**src/rtl/regarb_pkg.sv**
```systemverilog
// Shared widths and state encoding for the register file write arbiter.
package regarb_pkg;

  localparam int REG_ADDR_W = 5;
  localparam int REG_DATA_W = 32;
  localparam int NUM_REGS   = 32;

  typedef enum logic [1:0] {
    CLR_HI,
    CLR_LO,
    IDLE,
    WRITE
  } state_t;

endpackage

```
**src/rtl/regfile_write_arbiter_if.sv**
```systemverilog
// Writeback request bundle: NUM_REQ requesters, valid/ready handshake.
interface regfile_write_arbiter_if
  import regarb_pkg::*;
#(
  parameter int NUM_REQ = 2
);

  logic [NUM_REQ-1:0]            req_valid;
  logic [REG_ADDR_W*NUM_REQ-1:0] req_addr;
  logic [REG_DATA_W*NUM_REQ-1:0] req_data;
  logic [NUM_REQ-1:0]            req_ready;

  modport master (
    output req_valid,
    output req_addr,
    output req_data,
    input  req_ready
  );

  modport slave (
    input  req_valid,
    input  req_addr,
    input  req_data,
    output req_ready
  );

endinterface

```
**src/rtl/regfile_write_arbiter_rr_arbiter.sv**
```systemverilog
// One-hot arbiter: round-robin from ptr, or lowest index wins when
// REGARB_FIXED_PRIO_EN is defined (ptr port removed in that build).
module rr_arbiter #(
  parameter int NUM_REQ = 2
) (
  input  logic [NUM_REQ-1:0] req,
`ifndef REGARB_FIXED_PRIO_EN
  input  logic [1:0]         ptr,
`endif
  output logic [NUM_REQ-1:0] grant
);

  always_comb begin
    logic found;
    int   j;
    grant = '0;
    found = 1'b0;
    j     = 0;
    for (int i = 0; i < NUM_REQ; i++) begin
`ifdef REGARB_FIXED_PRIO_EN
      j = i;
`else
      j = int'(ptr) + i;
      if (j >= NUM_REQ) j = j - NUM_REQ;
`endif
      if (!found && req[j]) begin
        grant[j] = 1'b1;
        found    = 1'b1;
      end
    end
  end

endmodule

```
**src/rtl/regfile_write_arbiter.sv**
```systemverilog
// Clears the 32x32 register file after reset, then shares its write port.
// Build option REGARB_FIXED_PRIO_EN selects fixed-priority arbitration.
module regfile_write_arbiter
  import regarb_pkg::*;
#(
  parameter int NUM_REQ = 2
) (
  input  logic                  clk,
  input  logic                  rst,
  regfile_write_arbiter_if.slave req,
  output logic [REG_ADDR_W-1:0] WriteReg,
  output logic [REG_DATA_W-1:0] WriteData,
  output logic                  RegWrite,
  output logic                  init_done,
  output logic [1:0]            grant_idx
);

  state_t                  state, state_d;
  logic [REG_ADDR_W-1:0]   idx, idx_d;
  logic [NUM_REQ-1:0]      grant, ready;
  logic                    hs;
  logic [REG_ADDR_W-1:0]   sel_addr;
  logic [REG_DATA_W-1:0]   sel_data;
  logic [1:0]              sel_idx;
  logic                    we_d, done_d;
  logic [REG_ADDR_W-1:0]   wreg_d;
  logic [REG_DATA_W-1:0]   wdata_d;
  logic [1:0]              gidx_d;

`ifndef REGARB_FIXED_PRIO_EN
  logic [1:0] ptr;
`endif

  rr_arbiter #(
    .NUM_REQ(NUM_REQ)
  ) u_arb (
    .req  (req.req_valid),
`ifndef REGARB_FIXED_PRIO_EN
    .ptr  (ptr),
`endif
    .grant(grant)
  );

  assign ready         = (state == IDLE) ? grant : '0;
  assign req.req_ready = ready;
  assign hs            = |ready;

  always_comb begin
    sel_addr = '0;
    sel_data = '0;
    sel_idx  = '0;
    for (int i = 0; i < NUM_REQ; i++) begin
      if (grant[i]) begin
        sel_addr = req.req_addr[i*REG_ADDR_W +: REG_ADDR_W];
        sel_data = req.req_data[i*REG_DATA_W +: REG_DATA_W];
        sel_idx  = 2'(i);
      end
    end
  end

  // Output registers load from the state being left, so the
  // strobe lands in the cycle after CLR_HI or the handshake.
  always_comb begin
    state_d = state;
    idx_d   = idx;
    we_d    = 1'b0;
    done_d  = init_done;
    wreg_d  = WriteReg;
    wdata_d = WriteData;
    gidx_d  = grant_idx;
    unique case (state)
      CLR_HI: begin
        we_d    = 1'b1;
        wreg_d  = idx;
        wdata_d = '0;
        state_d = CLR_LO;
      end
      CLR_LO: begin
        if (idx == REG_ADDR_W'(NUM_REGS - 1)) begin
          done_d  = 1'b1;
          state_d = IDLE;
        end else begin
          idx_d   = idx + 1'b1;
          state_d = CLR_HI;
        end
      end
      IDLE: begin
        if (hs) begin
          we_d    = |sel_addr;
          wreg_d  = sel_addr;
          wdata_d = sel_data;
          gidx_d  = sel_idx;
          state_d = WRITE;
        end
      end
      WRITE: begin
        state_d = IDLE;
      end
    endcase
  end

  always_ff @(posedge clk) begin
    if (rst) begin
      state     <= CLR_HI;
      idx       <= '0;
      RegWrite  <= 1'b0;
      WriteReg  <= '0;
      WriteData <= '0;
      init_done <= 1'b0;
      grant_idx <= '0;
    end else begin
      state     <= state_d;
      idx       <= idx_d;
      RegWrite  <= we_d;
      WriteReg  <= wreg_d;
      WriteData <= wdata_d;
      init_done <= done_d;
      grant_idx <= gidx_d;
    end
  end

`ifndef REGARB_FIXED_PRIO_EN
  always_ff @(posedge clk) begin
    if (rst) begin
      ptr <= '0;
    end else if (hs) begin
      ptr <= (sel_idx == 2'(NUM_REQ - 1)) ? 2'd0 : sel_idx + 2'd1;
    end
  end
`endif

endmodule

```
**src/flat_wrapper.sv**
```systemverilog
// flat-port wrapper written by rule: the top's interface ports become plain ports
module regfile_write_arbiter_flat import regarb_pkg::*;
#(
  parameter int NUM_REQ = 2
)
  (clk, rst, WriteReg, WriteData, RegWrite, init_done, grant_idx, req_req_valid, req_req_addr, req_req_data, req_req_ready);
  regfile_write_arbiter_if #(.NUM_REQ(NUM_REQ)) req_i ();
  input  logic clk;
  input  logic rst;
  output logic [REG_ADDR_W-1:0] WriteReg;
  output logic [REG_DATA_W-1:0] WriteData;
  output logic RegWrite;
  output logic init_done;
  output logic [1:0] grant_idx;
  input wire logic [$bits(req_i.req_valid)-1:0] req_req_valid;
  input wire logic [$bits(req_i.req_addr)-1:0] req_req_addr;
  input wire logic [$bits(req_i.req_data)-1:0] req_req_data;
  output wire logic [$bits(req_i.req_ready)-1:0] req_req_ready;
  assign req_i.req_valid = req_req_valid;
  assign req_i.req_addr = req_req_addr;
  assign req_i.req_data = req_req_data;
  assign req_req_ready = req_i.req_ready;
  regfile_write_arbiter #(.NUM_REQ(NUM_REQ)) u_core (.clk(clk), .rst(rst), .req(req_i), .WriteReg(WriteReg), .WriteData(WriteData), .RegWrite(RegWrite), .init_done(init_done), .grant_idx(grant_idx));
endmodule
```
**config.mk**
```make
export PLATFORM = sky130hd
export DESIGN_NAME = regfile_write_arbiter_flat
export DESIGN_NICKNAME = d
export VERILOG_FILES = /design/src/rtl/regarb_pkg.sv /design/src/rtl/regfile_write_arbiter_if.sv /design/src/rtl/regfile_write_arbiter_rr_arbiter.sv /design/src/rtl/regfile_write_arbiter.sv /design/src/flat_wrapper.sv
export SDC_FILE = /design/constraint.sdc
export NUM_CORES = 1
export LEC_CHECK = 0
export BUFFER_PORTS_ARGS = -buffer_cell sky130_fd_sc_hd__buf_2
export CAP_MARGIN = 25
export CORE_UTILIZATION = 46
export CTS_CLUSTER_SIZE = 28
export DETAILED_ROUTE_END_ITERATION = 12
export PLACE_DENSITY = 0.88
export SLEW_MARGIN = 20
export SYNTH_ARGS = -nofsm -noshare
export SYNTH_HDL_FRONTEND = slang
export SYNTH_SLANG_ARGS = --single-unit
export TNS_END_PERCENT = 30
```
**constraint.sdc**
```tcl
create_clock -name clk -period 3.2 [get_ports clk]
set_input_delay 0.48 -clock clk [delete_from_list [all_inputs] [get_ports clk]]
set_output_delay 0.48 -clock clk [all_outputs]
set_load 0.005 [all_outputs]
```
; Yosys cells after proc, flatten, opt, wreduce, memory -nomap -nowiden
; Cells that the tools add are included.
[op_classes]
add_sub_neg = 5
magnitude_cmp = 6
n_eq_ne = 6
muxes = 31
bitwise_logic = 2
reduce_logical = 12
[op_table]
columns = op, n
row1 = $mux 32, 5
row2 = $ge 32x1->1 const B, 2
row3 = $lt 32x3->1 const B, 2
row4 = $pmux 32 s2, 1
row5 = $mux 5, 3
row6 = $mux 2, 6
row7 = $mux 1, 11
row8 = $pmux 5 s2, 1
row9 = $pmux 2 s4, 1
row10 = $reduce_and 2->1, 4
row11 = $add 5x1->5 const B, 1
row12 = $eq 5x5->1 const B, 1
row13 = $reduce_or 5->1, 1
row14 = $eq 2x2->1 const B, 2
row15 = $sub 3x2->4 const B, 1
row16 = $add 2x1->3 const B, 1
row17 = $ge 3x2->1 const B, 1
row18 = $logic_and 1x1->1, 3
row19 = $sub 2x2->3 const B, 1
row20 = $add 1x1->2 const B, 1
row21 = $demux 1 s1, 2
row22 = $eq 2x1->1 const B, 1
row23 = $ge 2x2->1 const B, 1
row24 = $logic_not 2->1, 1
row25 = other kinds (8), 8
[totals]
ff_bits = 50
in_bits = 78

; Depth between registers and ports, before layout
[logic_depth]
ltp_word = 14
mapped_depth = 7
ltp_nobuf = 7

; By module
; Synthesis repeated with hierarchy kept, for this count alone.
[hier_totals]
hier_cells = 203
hier_area_um2 = 2135.8
[by_module_without_submodules]
columns = module, n_inst, cells_per_inst, area_per_inst_um2, seq_area_each_um2
row1 = regfile_write_arbiter, 1, 199, 2113.3, 960.9
row2 = rr_arbiter, 1, 4, 22.5, 0.0

; Worst setup path before layout
; Ideal clock, no wire load.
[synth_timing]
kind = register to register
startpoint = reg u_core.idx[0]
endpoint = reg u_core.idx[3]
setup_time_ps = 128
t_arrival_ps = 1558
required_time_ps = 3072
slack_ps = 1514
path_stages_with_launch = 8
path_cell_list = dfxtp_1 > ha_1 > and3_1 > ha_1 > nor3b_2 > nand4_1 > xor2_1 > nor2_1
[synth_via]
elab_chain_cells = 3
word_cells_on_any_way = 4
[synth_lines]
columns = element, line
row1 = from (decl), regfile_write_arbiter.sv:19  ; logic [REG_ADDR_W-1:0] idx, idx_d;
row2 = from (signal assigned), regfile_write_arbiter.sv:113  ; idx <= idx_d;
row3 = branches (longest 3 deep; another with $add 5x1->5), --
; Parallel ways; which one is timed is not known.
; A chain may end at the register's enable or synchronous reset.

; Worst setup path after layout
[layout_timing]
startpoint = reg u_core.state[0]
endpoint = out req_req_ready[1]
[layout_via]
elab_chain_cells = 2
[layout_lines]
columns = element, line
row1 = from (decl), regfile_write_arbiter.sv:18  ; state_t state, state_d;
row2 = from (signal assigned), regfile_write_arbiter.sv:112  ; state <= state_d;
row3 = $eq 2x2->1, regfile_write_arbiter.sv:44  ; assign ready = (state == IDLE) ? grant : '0;
row4 = $mux 2, regfile_write_arbiter.sv:44
row5 = to (decl), flat_wrapper.sv:18  ; output wire logic [$bits(req_i.req_ready)-1:0] req_req_ready;
; No other way between the ends.

==> impl_metrics.env <==
export IMPL_syn_avg_cell_area_um2=8.58
export IMPL_fin_crit_ns=2.21
export IMPL_hp_start="req_req_data[37]"
export IMPL_worstSetupPathType="reg2out"
export IMPL_p_seq_share_pct=49.8
export IMPL_clk_latency_ns=0.30
export IMPL_yosysWarnings=0
export IMPL_holdPathEnd="u_core.WriteData[5]"
export IMPL_slowest_delay_ns=0.44
export IMPL_grt_antenna_before_repair=0
export IMPL_core_um2=4060
export IMPL_start_kind="register"
export IMPL_placed_area_um2=2580
export IMPL_powerDensity_nw_per_um2=474
export IMPL_worstMarginPinSlew_ns=0.666
export IMPL_rr_endpoint="u_core.idx[3]"
export IMPL_holdCritPathClass="in2reg"
export IMPL_synth_nets=309
export IMPL_drcViolationCount=0
export IMPL_ys_flop_type="dfxtp_1"
export IMPL_r2r_start="u_core.idx[0]"
export IMPL_dp_cells=382
export IMPL_areaGrowthSynthToFinish_pct=37.6
export IMPL_vias=2171
export IMPL_worstPathArrival_ns=1.73
export IMPL_worstSetupEndpointType="primary output"
export IMPL_ys_seq_area_share_pct=48.9
export IMPL_overflow=0
export IMPL_relSlewSlack_pct=55.5
export IMPL_via_per_inst=5.57
export IMPL_r2r_slack_ns=1.29
export IMPL_post_cts_buffers=0
export IMPL_ir_worst_vdd_mv=0.278
export IMPL_finalWorstSetupSlack_ns=0.993
export IMPL_netSwitchingFraction_pct=23.4
export IMPL_status="finished, final reports clean"
export IMPL_die_w_um=67.4
export IMPL_reg2regPathDepth=7
export IMPL_drive_above_1_share_pct=39.7
export IMPL_ctsHtreeMaxLevel=2
export IMPL_cpLargestDelayFamily="buffers and inverters"
export IMPL_cts_path_max_buffers=2
export IMPL_drt_iter0_drc=148
export IMPL_cts_hold_buf=0
export IMPL_syn_instance_count=229
export IMPL_finalSetupTns_ns=0
export IMPL_cts_tree="done"
export IMPL_synth_edf_count=0
export IMPL_fin_crit_sh_pct=69.0
export IMPL_power_frac_clock_pct=36.5
export IMPL_nFillCells=339
export IMPL_grt_usage_pct=25.4
export IMPL_numCtsBuffers=5
export IMPL_worstPathMaxFanout=34
export IMPL_num_io_pins=121
export IMPL_die_height_um=67.4
export IMPL_p_int_uw=982
export IMPL_power_switching_uw=299
export IMPL_cap_violations=0
export IMPL_clkTransAtPathRegs_ns=0.09
export IMPL_dp_slack_ns=1.26
export IMPL_async_flop_share_pct=0
export IMPL_wl_per_cell_um=14.2
export IMPL_rows=23
export IMPL_hold_viol_final=0
export IMPL_syn_area_um2=1970
export IMPL_fin_nets=419
export IMPL_final_util_pct=66.6
export IMPL_ys_seq_elements=48
export IMPL_finalSetupViolations=0
export IMPL_fin_skew_ns=0.00920
export IMPL_cp_slowest_cell="inv_2"
export IMPL_globalplace_congestion=0.811
export IMPL_die_area_um2=4540
export IMPL_synthDistinctLibCells=30
export IMPL_grt_pass1_wl_um=8650
export IMPL_worst_ep_required_time_ns=2.72
export IMPL_grt_max_degree=35
export IMPL_combPwrFrac_pct=13.8
export IMPL_holdPathStages=3
export IMPL_final_area_um2=2700
export IMPL_ant_nets=0
export IMPL_max_freq_mhz=453
export IMPL_root_buffer="clkbuf_8"
export IMPL_crit_path_cell_trace="inv_2, nand2_1, nor2_1, buf_2"
export IMPL_critPathBufInv=2
export IMPL_hpwl_um=3920
export IMPL_drv_slew=0
export IMPL_rsz0062_at_grt="no"
export IMPL_clock_sinks=48
export IMPL_cts_resized=0
export IMPL_start_util_pct=48.4
export IMPL_wl_um=5530
export IMPL_portBuffers=119
export IMPL_layout_cells_non_filler=390
export IMPL_n_antenna_cell=0
export IMPL_leakage_uw=0.00127
export IMPL_grt_pass1_vias=1967
export IMPL_dr_pass1_iters=4
## registers in the layout (all words and copies together), names as in the netlist
signal	cells
u_core.RegWrite	1
u_core.WriteData	32
u_core.WriteReg	5
u_core.grant_idx	1
u_core.idx	5
u_core.init_done	1
u_core.ptr	1
u_core.state	2
## power groups by stage
stage | registers [uW] | clock network, uW | logic, uW
CTS | 637 | 476 | 176
detailed placement | 650 | 0 | 174
global route | 641 | 498 | 197
global placement | 650 | 0 | 170
finish | 637 | 467 | 176
floorplan | 652 | 0 | 83.0
## Yosys cell counts, drive strengths merged, types with 2 or more instances
cell type	count	area [um2]
inv	2	7.50
xor2	2	17.5
o2bb2ai	5	43.8
nand2	6	22.5
nor3b	2	20.0
and2	2	12.5
a221oi	5	43.8
nor3	3	15.0
a21oi	36	180
dfxtp	48	961
clkbuf	18	67.6
ha	2	25.0
nor2	14	52.6
o21ai	37	185
buf	2	15.0
o22ai	32	200
mux2i	2	20.0
## logic make-up after synthesis
group	share of synthesized area, %
buffers and inverters	4.58
AOI/OAI and AO/OA	34.8
xor gates and xnor gates	1.34
adders and majority gates	1.27
muxes	1.02
and+or+nand+nor	7.89
other	0.191
DFF	48.9
## cells in the final DEF, fill, tap and decap left out
master | Yosys | layout
or4_1 | 1 | 1
xor2_1 | 2 | 2
nand2_1 | 6 | 6
o21a_1 | 1 | 1
a31oi_1 | 1 | 1
inv_2 | 1 | 1
clkbuf_8 | 0 | 7
a21oi_1 | 36 | 35
nor3b_2 | 1 | 1
o21ai_0 | 37 | 37
nor2b_1 | 1 | 1
nor2_2 | 0 | 1
inv_1 | 1 | 1
nand4_1 | 1 | 1
buf_2 | 0 | 119
ha_1 | 2 | 2
mux2i_1 | 2 | 2
nor2_1 | 14 | 13
nand2b_1 | 1 | 1
o32a_1 | 1 | 1
buf_4 | 2 | 4
o22ai_1 | 32 | 32
and3_1 | 1 | 1
bufinv_16 | 0 | 1
nor3_1 | 3 | 3
a221oi_1 | 5 | 5
a21oi_2 | 0 | 1
xnor2_1 | 1 | 1
o2bb2ai_1 | 5 | 5
dfxtp_1 | 48 | 48
nor3b_1 | 1 | 1
a22oi_1 | 1 | 1
and2_1 | 2 | 2
conb_1 | 1 | 1
## per-stage QoR
stage | total power (uW) | hold WS (ns)
after floorplan | 735 | 0.456
after global placement | 820 | 0.447
after detailed placement | 825 | 0.449
after CTS | 1290 | 0.468
after global routing | 1340 | 0.468
final | 1280 | 0.471
## routing by layer
metal | share of wire [%] | vias up | global-route usage (%) | wire length (um)
met5 | 0 | - | 0 | 0
met4 | 1.3 | 0 | 9.84 | 74
li1 | - | 1073 | - | -
met3 | 6.2 | 7 | 6.59 | 340
met2 | 51 | 85 | 44.3 | 2820
met1 | 41 | 1006 | 29.5 | 2290
## how the worst max path moves through the flow
stage	startpoint	to	slack (ns)	cells past startpoint
2_1_floorplan	u_core.idx[0]	u_core.idx[3]	1.51	7
3_3_place_gp	req_req_valid[0]	req_req_ready[1]	1.26	5
3_5_place_dp	req_req_valid[0]	req_req_ready[1]	1.26	5
4_1_cts	u_core.state[0]	req_req_ready[1]	0.99	4
5_1_grt	u_core.state[0]	req_req_ready[0]	0.80	4
6_report	u_core.state[0]	req_req_ready[1]	0.99	4
## final cells by class
| cell class | count | area, um2 | share of cell area (%) |
|---|---|---|---|
| timing repair buffer | 123 | 626 | 23.1 |
| sequential | 48 | 961 | 35.5 |
| clock buffer | 7 | 96.3 | 3.56 |
| tap | 50 | 62.6 | 2.31 |
| inverter | 2 | 7.51 | 0.278 |
| multi-input combinational | 159 | 921 | 34.1 |
| clock inverter | 1 | 30.0 | 1.11 |
## worst min-delay path: stages
cell,delay (ns)
buf_2,0.07
o22ai_1,0.05
a21oi_1,0.13
Note: power is estimated with default switching activity, not from simulation.
